==> config.mk <==
export PLATFORM = sky130hd
export DESIGN_NAME = sdram_port_arbiter
export DESIGN_NICKNAME = d
export VERILOG_FILES = /design/src/rtl/sdram_port_arbiter.sv
export SDC_FILE = /design/constraint.sdc
export NUM_CORES = 1
export LEC_CHECK = 0
export ABC_AREA = 1
export CAP_MARGIN = 20
export CORE_MARGIN = 3
export CORE_UTILIZATION = 38
export DETAILED_ROUTE_END_ITERATION = 6
export PLACE_DENSITY = 0.76
export SYNTH_ARGS = -nofsm -noshare
export SYNTH_HDL_FRONTEND = slang
export SYNTH_SLANG_ARGS = --single-unit
==> constraint.sdc <==
create_clock -name clk -period 1.5 [get_ports clk]
set_clock_uncertainty 0.05 [all_clocks]
set_input_delay 0.45 -clock clk [delete_from_list [all_inputs] [get_ports clk]]
set_output_delay 0.45 -clock clk [all_outputs]
set_load 0.01 [all_outputs]
==> src/rtl/sdram_port_arbiter.sv <==
// Shares the SDRAM controller port between the cart PI reader and the ROM loader, one transaction at a time.
// Optional one-word cart prefetch buffer is enabled by defining SDRAM_ARB_CART_PREFETCH_EN.
module sdram_port_arbiter #(
    parameter int unsigned ADDR_W          = 32,
    parameter int unsigned CART_STREAK_MAX = 8,
    parameter int unsigned TIMEOUT_CYCLES  = 1023
) (
    input  logic              clk,
    input  logic              rst,
    input  logic              cart_rd,
    input  logic [ADDR_W-1:0] cart_addr,
    output logic [15:0]       cart_data,
    output logic              cart_ack,
    input  logic              ldr_wr,
    input  logic              ldr_rd,
    input  logic [ADDR_W-1:0] ldr_addr,
    input  logic [15:0]       ldr_wdata,
    output logic [15:0]       ldr_rdata,
    output logic              ldr_ack,
    output logic              sd_wr,
    output logic              sd_rd,
    output logic [ADDR_W-1:0] sd_addr,
    output logic [15:0]       sd_wdata,
    input  logic [15:0]       sd_rdata,
    input  logic              sd_wack,
    input  logic              sd_rack,
    output logic              err_timeout
);

    localparam int unsigned STREAK_W = $clog2(CART_STREAK_MAX + 1);
    localparam int unsigned TMO_W    = $clog2(TIMEOUT_CYCLES + 1);
    localparam logic [15:0] TMO_DATA = 16'hDEAD;

`ifdef SDRAM_ARB_CART_PREFETCH_EN
    typedef enum logic [1:0] {S_IDLE, S_ISSUE, S_DONE, S_PREFETCH} state_t;
`else
    typedef enum logic [1:0] {S_IDLE, S_ISSUE, S_DONE} state_t;
`endif
    typedef enum logic [1:0] {G_CART, G_LDR_WR, G_LDR_RD} grant_t;

    state_t              state_q, state_d;
    grant_t              grant_q, grant_d;
    logic [STREAK_W-1:0] streak_q, streak_d;
    logic [TMO_W-1:0]    tmo_q, tmo_d;
    logic                sd_rd_q, sd_rd_d;
    logic                sd_wr_q, sd_wr_d;
    logic [ADDR_W-1:0]   sd_addr_q, sd_addr_d;
    logic [15:0]         sd_wdata_q, sd_wdata_d;
    logic                cart_ack_q, cart_ack_d;
    logic [15:0]         cart_data_q, cart_data_d;
    logic                ldr_ack_q, ldr_ack_d;
    logic [15:0]         ldr_rdata_q, ldr_rdata_d;
    logic                err_q, err_d;
`ifdef SDRAM_ARB_CART_PREFETCH_EN
    logic [ADDR_W-1:0]   cart_last_q, cart_last_d;
    logic [ADDR_W-1:0]   pf_addr_q, pf_addr_d;
    logic [15:0]         pf_data_q, pf_data_d;
    logic                pf_valid_q, pf_valid_d;
    logic                pf_stale_q, pf_stale_d;
    logic                pf_stale_now;
`endif

    logic              ldr_req;
    logic              cart_blocked;
    logic [ADDR_W-1:0] cart_word;
    logic [ADDR_W-1:0] ldr_word;
    logic              ack_ok;
    logic              timed_out;
    logic [15:0]       rdata_sel;

    assign ldr_req      = ldr_wr | ldr_rd;
    assign cart_blocked = ldr_req && (streak_q == STREAK_W'(CART_STREAK_MAX));
    assign cart_word    = cart_addr & ~ADDR_W'(1);
    assign ldr_word     = ldr_addr & ~ADDR_W'(1);
    assign ack_ok       = (grant_q == G_LDR_WR) ? sd_wack : sd_rack;
    assign timed_out    = (tmo_q == TMO_W'(TIMEOUT_CYCLES - 1));
    assign rdata_sel    = ack_ok ? sd_rdata : TMO_DATA;
`ifdef SDRAM_ARB_CART_PREFETCH_EN
    assign pf_stale_now = pf_stale_q | (ldr_wr && (ldr_word == sd_addr_q));
`endif

    // Next-state and registered-output logic
    always_comb begin
        state_d     = state_q;
        grant_d     = grant_q;
        streak_d    = streak_q;
        tmo_d       = tmo_q;
        sd_rd_d     = sd_rd_q;
        sd_wr_d     = sd_wr_q;
        sd_addr_d   = sd_addr_q;
        sd_wdata_d  = sd_wdata_q;
        cart_ack_d  = 1'b0;
        cart_data_d = cart_data_q;
        ldr_ack_d   = 1'b0;
        ldr_rdata_d = ldr_rdata_q;
        err_d       = err_q;
`ifdef SDRAM_ARB_CART_PREFETCH_EN
        cart_last_d = cart_last_q;
        pf_addr_d   = pf_addr_q;
        pf_data_d   = pf_data_q;
        pf_valid_d  = pf_valid_q;
        pf_stale_d  = pf_stale_q;
`endif
        case (state_q)
            S_IDLE: begin
                tmo_d = '0;
                if (!ldr_req) begin
                    streak_d = '0;
                end
                if (cart_rd && !cart_blocked) begin
                    grant_d = G_CART;
                    if (ldr_req && (streak_q != STREAK_W'(CART_STREAK_MAX))) begin
                        streak_d = streak_q + STREAK_W'(1);
                    end
`ifdef SDRAM_ARB_CART_PREFETCH_EN
                    if (pf_valid_q && (cart_word == pf_addr_q)) begin
                        cart_ack_d  = 1'b1;
                        cart_data_d = pf_data_q;
                        cart_last_d = pf_addr_q;
                        state_d     = S_DONE;
                    end else begin
                        pf_valid_d  = 1'b0;
                        cart_last_d = cart_word;
                        sd_rd_d     = 1'b1;
                        sd_addr_d   = cart_word;
                        state_d     = S_ISSUE;
                    end
`else
                    sd_rd_d   = 1'b1;
                    sd_addr_d = cart_word;
                    state_d   = S_ISSUE;
`endif
                end else if (ldr_req) begin
                    streak_d  = '0;
                    sd_addr_d = ldr_word;
                    state_d   = S_ISSUE;
                    if (ldr_wr) begin
                        grant_d    = G_LDR_WR;
                        sd_wr_d    = 1'b1;
                        sd_wdata_d = ldr_wdata;
`ifdef SDRAM_ARB_CART_PREFETCH_EN
                        if (ldr_word == pf_addr_q) begin
                            pf_valid_d = 1'b0;
                        end
`endif
                    end else begin
                        grant_d = G_LDR_RD;
                        sd_rd_d = 1'b1;
                    end
                end
            end
            S_ISSUE: begin
                tmo_d = tmo_q + TMO_W'(1);
                if (ack_ok || timed_out) begin
                    sd_rd_d = 1'b0;
                    sd_wr_d = 1'b0;
                    state_d = S_DONE;
                    if (!ack_ok) begin
                        err_d = 1'b1;
                    end
                    case (grant_q)
                        G_CART: begin
                            cart_ack_d  = 1'b1;
                            cart_data_d = rdata_sel;
                        end
                        G_LDR_RD: begin
                            ldr_ack_d   = 1'b1;
                            ldr_rdata_d = rdata_sel;
                        end
                        default: ldr_ack_d = 1'b1;
                    endcase
                end
            end
            S_DONE: begin
                state_d = S_IDLE;
`ifdef SDRAM_ARB_CART_PREFETCH_EN
                // Follow every cart completion with a read of the next word while the loader is quiet
                if ((grant_q == G_CART) && !ldr_req) begin
                    sd_rd_d    = 1'b1;
                    sd_addr_d  = cart_last_q + ADDR_W'(2);
                    pf_stale_d = 1'b0;
                    tmo_d      = '0;
                    state_d    = S_PREFETCH;
                end
`endif
            end
`ifdef SDRAM_ARB_CART_PREFETCH_EN
            S_PREFETCH: begin
                tmo_d      = tmo_q + TMO_W'(1);
                pf_stale_d = pf_stale_now;
                if (sd_rack || timed_out) begin
                    sd_rd_d = 1'b0;
                    state_d = S_IDLE;
                    if (!sd_rack) begin
                        err_d = 1'b1;
                    end else if (!pf_stale_now) begin
                        if (cart_rd && (cart_word == sd_addr_q)) begin
                            cart_ack_d  = 1'b1;
                            cart_data_d = sd_rdata;
                            cart_last_d = sd_addr_q;
                            grant_d     = G_CART;
                            state_d     = S_DONE;
                        end else begin
                            pf_valid_d = 1'b1;
                            pf_addr_d  = sd_addr_q;
                            pf_data_d  = sd_rdata;
                        end
                    end
                end
            end
`endif
            default: state_d = S_IDLE;
        endcase
    end

    // State and output registers
    always_ff @(posedge clk) begin
        if (!rst) begin
            state_q     <= S_IDLE;
            grant_q     <= G_CART;
            streak_q    <= '0;
            tmo_q       <= '0;
            sd_rd_q     <= 1'b0;
            sd_wr_q     <= 1'b0;
            sd_addr_q   <= '0;
            sd_wdata_q  <= '0;
            cart_ack_q  <= 1'b0;
            cart_data_q <= '0;
            ldr_ack_q   <= 1'b0;
            ldr_rdata_q <= '0;
            err_q       <= 1'b0;
`ifdef SDRAM_ARB_CART_PREFETCH_EN
            cart_last_q <= '0;
            pf_addr_q   <= '0;
            pf_data_q   <= '0;
            pf_valid_q  <= 1'b0;
            pf_stale_q  <= 1'b0;
`endif
        end else begin
            state_q     <= state_d;
            grant_q     <= grant_d;
            streak_q    <= streak_d;
            tmo_q       <= tmo_d;
            sd_rd_q     <= sd_rd_d;
            sd_wr_q     <= sd_wr_d;
            sd_addr_q   <= sd_addr_d;
            sd_wdata_q  <= sd_wdata_d;
            cart_ack_q  <= cart_ack_d;
            cart_data_q <= cart_data_d;
            ldr_ack_q   <= ldr_ack_d;
            ldr_rdata_q <= ldr_rdata_d;
            err_q       <= err_d;
`ifdef SDRAM_ARB_CART_PREFETCH_EN
            cart_last_q <= cart_last_d;
            pf_addr_q   <= pf_addr_d;
            pf_data_q   <= pf_data_d;
            pf_valid_q  <= pf_valid_d;
            pf_stale_q  <= pf_stale_d;
`endif
        end
    end

    assign sd_rd       = sd_rd_q;
    assign sd_wr       = sd_wr_q;
    assign sd_addr     = sd_addr_q;
    assign sd_wdata    = sd_wdata_q;
    assign cart_ack    = cart_ack_q;
    assign cart_data   = cart_data_q;
    assign ldr_ack     = ldr_ack_q;
    assign ldr_rdata   = ldr_rdata_q;
    assign err_timeout = err_q;

endmodule
**After elaboration in Yosys (flattened, before gate mapping)**

Cells that the tools add are included.

- Flip-flop bits (word level): 103
- Bits in latches: 0
- Bits in writable memories: 0
- Bits in read-only memories: 0
- Input bits: 103
- Output and inout port bits: 85
- Word-level logic and storage cells: 75
- Memories: 0

- Add/subtract/negate cells: 2
- Multiply operators: 0
- Div/mod/pow operators: 0
- $lt $le $gt $ge: 0
- Eq/ne operators: 12
- Shift operators: 0
- Mux-type cells: 27
- Bitwise gates (word level): 3
- Reductions and logical operators: 18

Operator list:

| operator | number |
|---|---|
| $mux W32 | 2 |
| $pmux W10 S2 | 1 |
| $mux W16 | 1 |
| $mux W4 | 4 |
| $mux W2 | 6 |
| $reduce_and A3 Y1 | 4 |
| $add A10 B1 Y10 const B | 1 |
| $eq A10 B10 Y1 const B | 1 |
| $mux W1 | 10 |
| $ne A2 B2 Y1 const B | 4 |
| $reduce_and A4 Y1 | 2 |
| $ne A3 B3 Y1 const B | 2 |
| $reduce_and A5 Y1 | 1 |
| $add A4 B1 Y4 const B | 1 |
| $eq A2 B1 Y1 const B | 2 |
| $eq A4 B4 Y1 const B | 1 |
| $logic_not A2 Y1 | 2 |
| $ne A4 B4 Y1 const B | 1 |
| $pmux W1 S2 | 2 |
| $pmux W2 S2 | 1 |
| $reduce_and A2 Y1 | 2 |
| $reduce_bool A2 Y1 | 2 |
| $logic_and A1 B1 Y1 | 3 |
| $eq A2 B2 Y1 const B | 1 |
| 4 further kinds | 5 |

**Longest topological paths before layout**

- Word-level depth: 6
- Depth in mapped cells: 11
- Gate-level depth less buffers: 10

**Least setup slack after synthesis**

OpenSTA, ideal clock, no wires.

- Path type: register -> register
- Start: reg streak_q[0]
- End: reg sd_addr_q[25] (netlist: sd_addr[25])
- Library setup time: 0.115 ns
- Data arrival time: 1.323 ns
- Required time: 1.335 ns
- Setup slack: 0.013 ns
- Stages on the path, launching flop included: 12
- Path buffers: 1
- Clock period less this slack: 1.487 ns
- Cell sequence: dfxtp_1 inv_1 ha_1 nand3_1 nand2_1 nand2_1 inv_2 buf_2 nand2_1 nand3_1 o211ai_1 inv_2

- Word-level cells in the longest chain between the ends: 6
- Elaborated cells between the ends (all ways): 7
- Those cells by class: 1 x eq/ne; 1 x mux; 5 x reduce/logical

Ends and longest elaborated chain:

| element | line | text |
|---|---|---|
| start: declaration | 43 | `logic [STREAK_W-1:0] streak_q, streak_d;` |
| start signal: assignment | 242 | `streak_q <= streak_d;` |
| $eq A4 B4 Y1 * | 72 | `assign cart_blocked = ldr_req && (streak_q == STREAK_W'(CART_STREAK_MAX));` |
| $logic_and A1 B1 Y1 * | 72 |  |
| $logic_not A1 Y1 * | 110 | `if (cart_rd && !cart_blocked) begin` |
| $logic_and A1 B1 Y1 * | 110 |  |
| $reduce_bool A2 Y1 (no source line) | -- |  |
| $reduce_and A2 Y1 (no source line) | -- |  |
| end signal: assignment | 246 | `sd_addr_q <= sd_addr_d;` |
| end: declaration | 47 | `logic [ADDR_W-1:0] sd_addr_q, sd_addr_d;` |

Mark *: on every way between the ends. The rest lies on a longest branch, timed or not.
A chain may end at the register's enable or synchronous reset.

**Worst setup path in the final report**

- Start: in ldr_rd
- End: reg sd_addr_q[5] (netlist: sd_addr[5])

- Word-level cells in the longest chain between the ends: 6
- Elaborated cells between the ends (all ways): 7
- Those cells by class: 1 x mux; 1 x bitwise; 5 x reduce/logical

Ends and longest elaborated chain:

| element | line | text |
|---|---|---|
| start: declaration | 15 | `input logic ldr_rd,` |
| $or A1 B1 Y1 * | 71 | `assign ldr_req = ldr_wr \| ldr_rd;` |
| $logic_and A1 B1 Y1 | 72 |  |
| $logic_not A1 Y1 | 110 |  |
| $logic_and A1 B1 Y1 | 110 |  |
| $reduce_bool A2 Y1 (no source line) | -- |  |
| $reduce_and A2 Y1 (no source line) | -- |  |

Marks and branches as above.

==> reports/metrics.cfg <==
[outcome]
run_status=complete, but fails checks
violations=negative setup slack

[final_layout]
nNetsFinal=924
final_cell_count_no_fill=961
post_route_cells_drive_above_1_share_pct=30.3
area_delta_synth_final_pct=77.0
diodes=0
finalCoreUtilization_pct=70.3

[setup_path]
cp.required_ns=1.67
timing.critical_path.max_delay_family=buffers and inverters
timing.setup.critical_path_class=primary input to flop
reg2reg_setup_slack_ns=-0.07
path_buf_inv=6
r2r_startpoint=streak_q[1]
critical_path.startpoint_type=primary input
cp_cell_sequence=dlygate4sd2_1 -> nor2_2 -> buf_6 -> a21oi_4 -> buf_4 -> buf_16 -> buf_4 -> o211ai_1 -> inv_1
length_in_cells_of_the_worst_reg_to_reg_path=11
worstSetupEndpointType=flop
critPathMostFrequentCell=sky130_fd_sc_hd__buf_4
worst_r2r_endpoint=sd_addr[5]
timing.critical_path.depth=9
max_stage_delay_ns=0.26
crit_slowest_cell=sky130_fd_sc_hd__dlygate4sd2_1
timing.critical_path.from=ldr_rd
timing.critical_path.arrival_ns=1.78
crit_end=sd_addr[5]
critPathMaxFanout=7

[logic_synthesis]
async_flop_share_pct=0
postSynthCellCount=586
synth-edff-count=0
ys_types=40
synth.avg_cell_area_sq_um=7.48
netlist_area_sq_um=4380
register_area_share_after_synthesis_pct=46.6
synth_nets=693
synth_seq_cells=102
ys.flop_type=sky130_fd_sc_hd__dfxtp_1
yosys_warnings=0

[clock_network]
hold_buffers=0
clock_tree.htree_level_count=3
clockBufferDepth=2
clk_root_buffer_cell=sky130_fd_sc_hd__clkbuf_16
num_clock_sinks=102
cts.clk_slew.worst_paths_ns=0.07
cts_tree=done
clk_latency_ns=0.34
cts_buffers=9

[global_routing]
globalRouteTotalUtil_pct=21.2
first_global_vias=4814
antenna_found_initial=0
grt_max_degree=49
wire_length_of_the_first_global_routing_pass_um=22200
globalRouteOverflowTotal=0

[floorplan]
initial_core_util_pct=39.7
die-width_um=113
core_area_sq_um=11000
ios=188
rows=38
dieArea_sq_um=12900
vertical_extent_of_the_die_um=113

[sta]
fin_ws_ns=-0.104
final_min_period_over_clock_period_pct=107
worst_hold_slack_ns=0.392
fin_crit_ns=1.60
finalHoldViolations=0
grt_setup_unrepaired=yes
report.final.slew_viol_count=0
timing.final.setup_violations=44
clock.fmax_ghz=0.623

[drt]
post_drt_via_cell_ratio=5.11
detailedRoute.firstIterationViolations=264
detailed_route_wl_um=15300
detail_route.drc_violations=0
num_vias=4909
ant_nets=0
drt_pre_antenna_iters=4
wire_per_inst_um=15.9

[run]
cap_viol_max_count=0

[place]
place_hpwl_um=10100
gp_congestion=0.826
dp_slack_ns=-0.551
io_buffer_count=184
numPlacedInstances=921

[power_and_ir_drop]
p_per_area_nw_per_um2=917
power_leakage_uw=0.00350
ir_worst_vdd_uv=532

[hold_path]
min-delay-path-class=flop to flop

## final cells by class
type / count / area [sq um]
Multi-Input combinational cell: 378 / 2440
Clock inverter: 4 / 23.8
Timing Repair Buffer: 245 / 2430
Inverter: 77 / 340
Tap cell: 140 / 175
Timing Repair inverter: 4 / 38.8
Sequential cell: 102 / 2050
Fill cell: 837 / 3280
Clock buffer: 11 / 243
## state kept, by name (all words and copies together), names as in the netlist, 2 cells and up
name / count
state_q: 2
grant_q: 2
streak_q: 4
tmo_q: 10
sd_addr: 31
sd_wdata: 16
ldr_rdata: 16
cart_data: 16
## logic make-up after synthesis
group           count (synthesis)  share of synthesized area (%)
compound gates                123                           16.5
xor+xnor                        1                          0.200
fa+ha+maj                       4                           1.14
buf+inv                       108                           10.5
flops                         102                           46.6
other cells                     1                         0.0856
simple gates                  247                           25.0
## metal layers
layer / vias up / GRT usage, % / share of wire [%]
li1: 2359 / - / -
met1: 2297 / 24.9 / 39
met2: 220 / 36.7 / 50
met3: 33 / 6.68 / 8.1
met4: 0 / 7.37 / 3.3
met5: - / 0 / 0
## power breakdown
group,switching (uW),internal (uW)
logic,952,966
registers,132,2920
clock network,982,1160
## stage by stage
step           instance area (sq um)  total power, uW  setup TNS (ns)
2_1_floorplan                   4380             3800               0
3_3_place_gp                    6600             4680          -31.82
3_5_place_dp                    6600             4720          -36.16
4_1_cts                         7070             6880          -0.672
5_1_grt                         7750             7430           -5.95
6_report                        7750             7110           -1.31
## cell usage after synthesis, drive strengths merged (5+ instances only)
master  instances  share of area [%]
dfxtp         102                 47
o211ai         31                5.3
or2            11                1.6
nand2         116                 11
clkbuf         11               0.94
o21ai          45                5.1
nor3            5               0.83
buf            20                2.9
a21oi          38                4.4
inv            76                6.5
nand3          42                4.9
nor2           66                5.9
## what timing repair did
action                                  in CTS  in global routing
pin swaps                                    4                 50
setup buffers                               11                  4
gates cloned                                 4                  8
resized for setup                          145                198
endpoints found under the setup margin     144                109
## layout by cell type (no fill, tap or decap), types with 6 or more instances in the layout
cell / n
sky130_fd_sc_hd__nand2_2: 37
sky130_fd_sc_hd__a21oi_1: 15
sky130_fd_sc_hd__o21ai_1: 23
sky130_fd_sc_hd__o21ai_2: 13
sky130_fd_sc_hd__inv_1: 59
sky130_fd_sc_hd__clkdlybuf4s15_1: 16
sky130_fd_sc_hd__buf_12: 7
sky130_fd_sc_hd__inv_2: 13
sky130_fd_sc_hd__buf_6: 9
sky130_fd_sc_hd__nand2_4: 14
sky130_fd_sc_hd__nor2_2: 12
sky130_fd_sc_hd__o211ai_1: 31
sky130_fd_sc_hd__clkbuf_16: 12
sky130_fd_sc_hd__or2_4: 6
sky130_fd_sc_hd__nand2_1: 63
sky130_fd_sc_hd__nand3_2: 15
sky130_fd_sc_hd__buf_4: 37
sky130_fd_sc_hd__nand3_1: 25
sky130_fd_sc_hd__clkbuf_2: 7
sky130_fd_sc_hd__a21oi_2: 22
sky130_fd_sc_hd__o21ai_0: 9
sky130_fd_sc_hd__dfxtp_2: 10
sky130_fd_sc_hd__nor2_1: 50
sky130_fd_sc_hd__clkdlybuf4s50_1: 94
sky130_fd_sc_hd__dlygate4sd2_1: 64
sky130_fd_sc_hd__dfxtp_1: 92
## worst min-delay path by stage
| stage | depth (start not counted) | slack (ns) | start | endpoint |
|---|---|---|---|---|
| 2_1_floorplan | 2 | 0.42 | sd_wdata[1] | sd_wdata[1] |
| 3_3_place_gp | 2 | 0.38 | sd_wdata[5] | sd_wdata[5] |
| 3_5_place_dp | 2 | 0.38 | sd_wdata[0] | sd_wdata[0] |
| 4_1_cts | 2 | 0.39 | sd_wdata[0] | sd_wdata[0] |
| 5_1_grt | 2 | 0.41 | sd_wdata[12] | sd_wdata[12] |
| 6_report | 2 | 0.39 | sd_wdata[12] | sd_wdata[12] |
## worst register-to-register path, delay by kind of cell (launching register included)
| family | cells | cell delay, ns |
|---|---|---|
| AO/OA/AOI/OAI | 1 | 0.12 |
| AND/OR/NAND/NOR | 5 | 0.38 |
| buffers and inverters | 4 | 0.43 |
| flip-flops | 1 | 0.33 |
| adder cells (fa/ha/maj) | 1 | 0.14 |
Power figures use the tool's default switching activity.
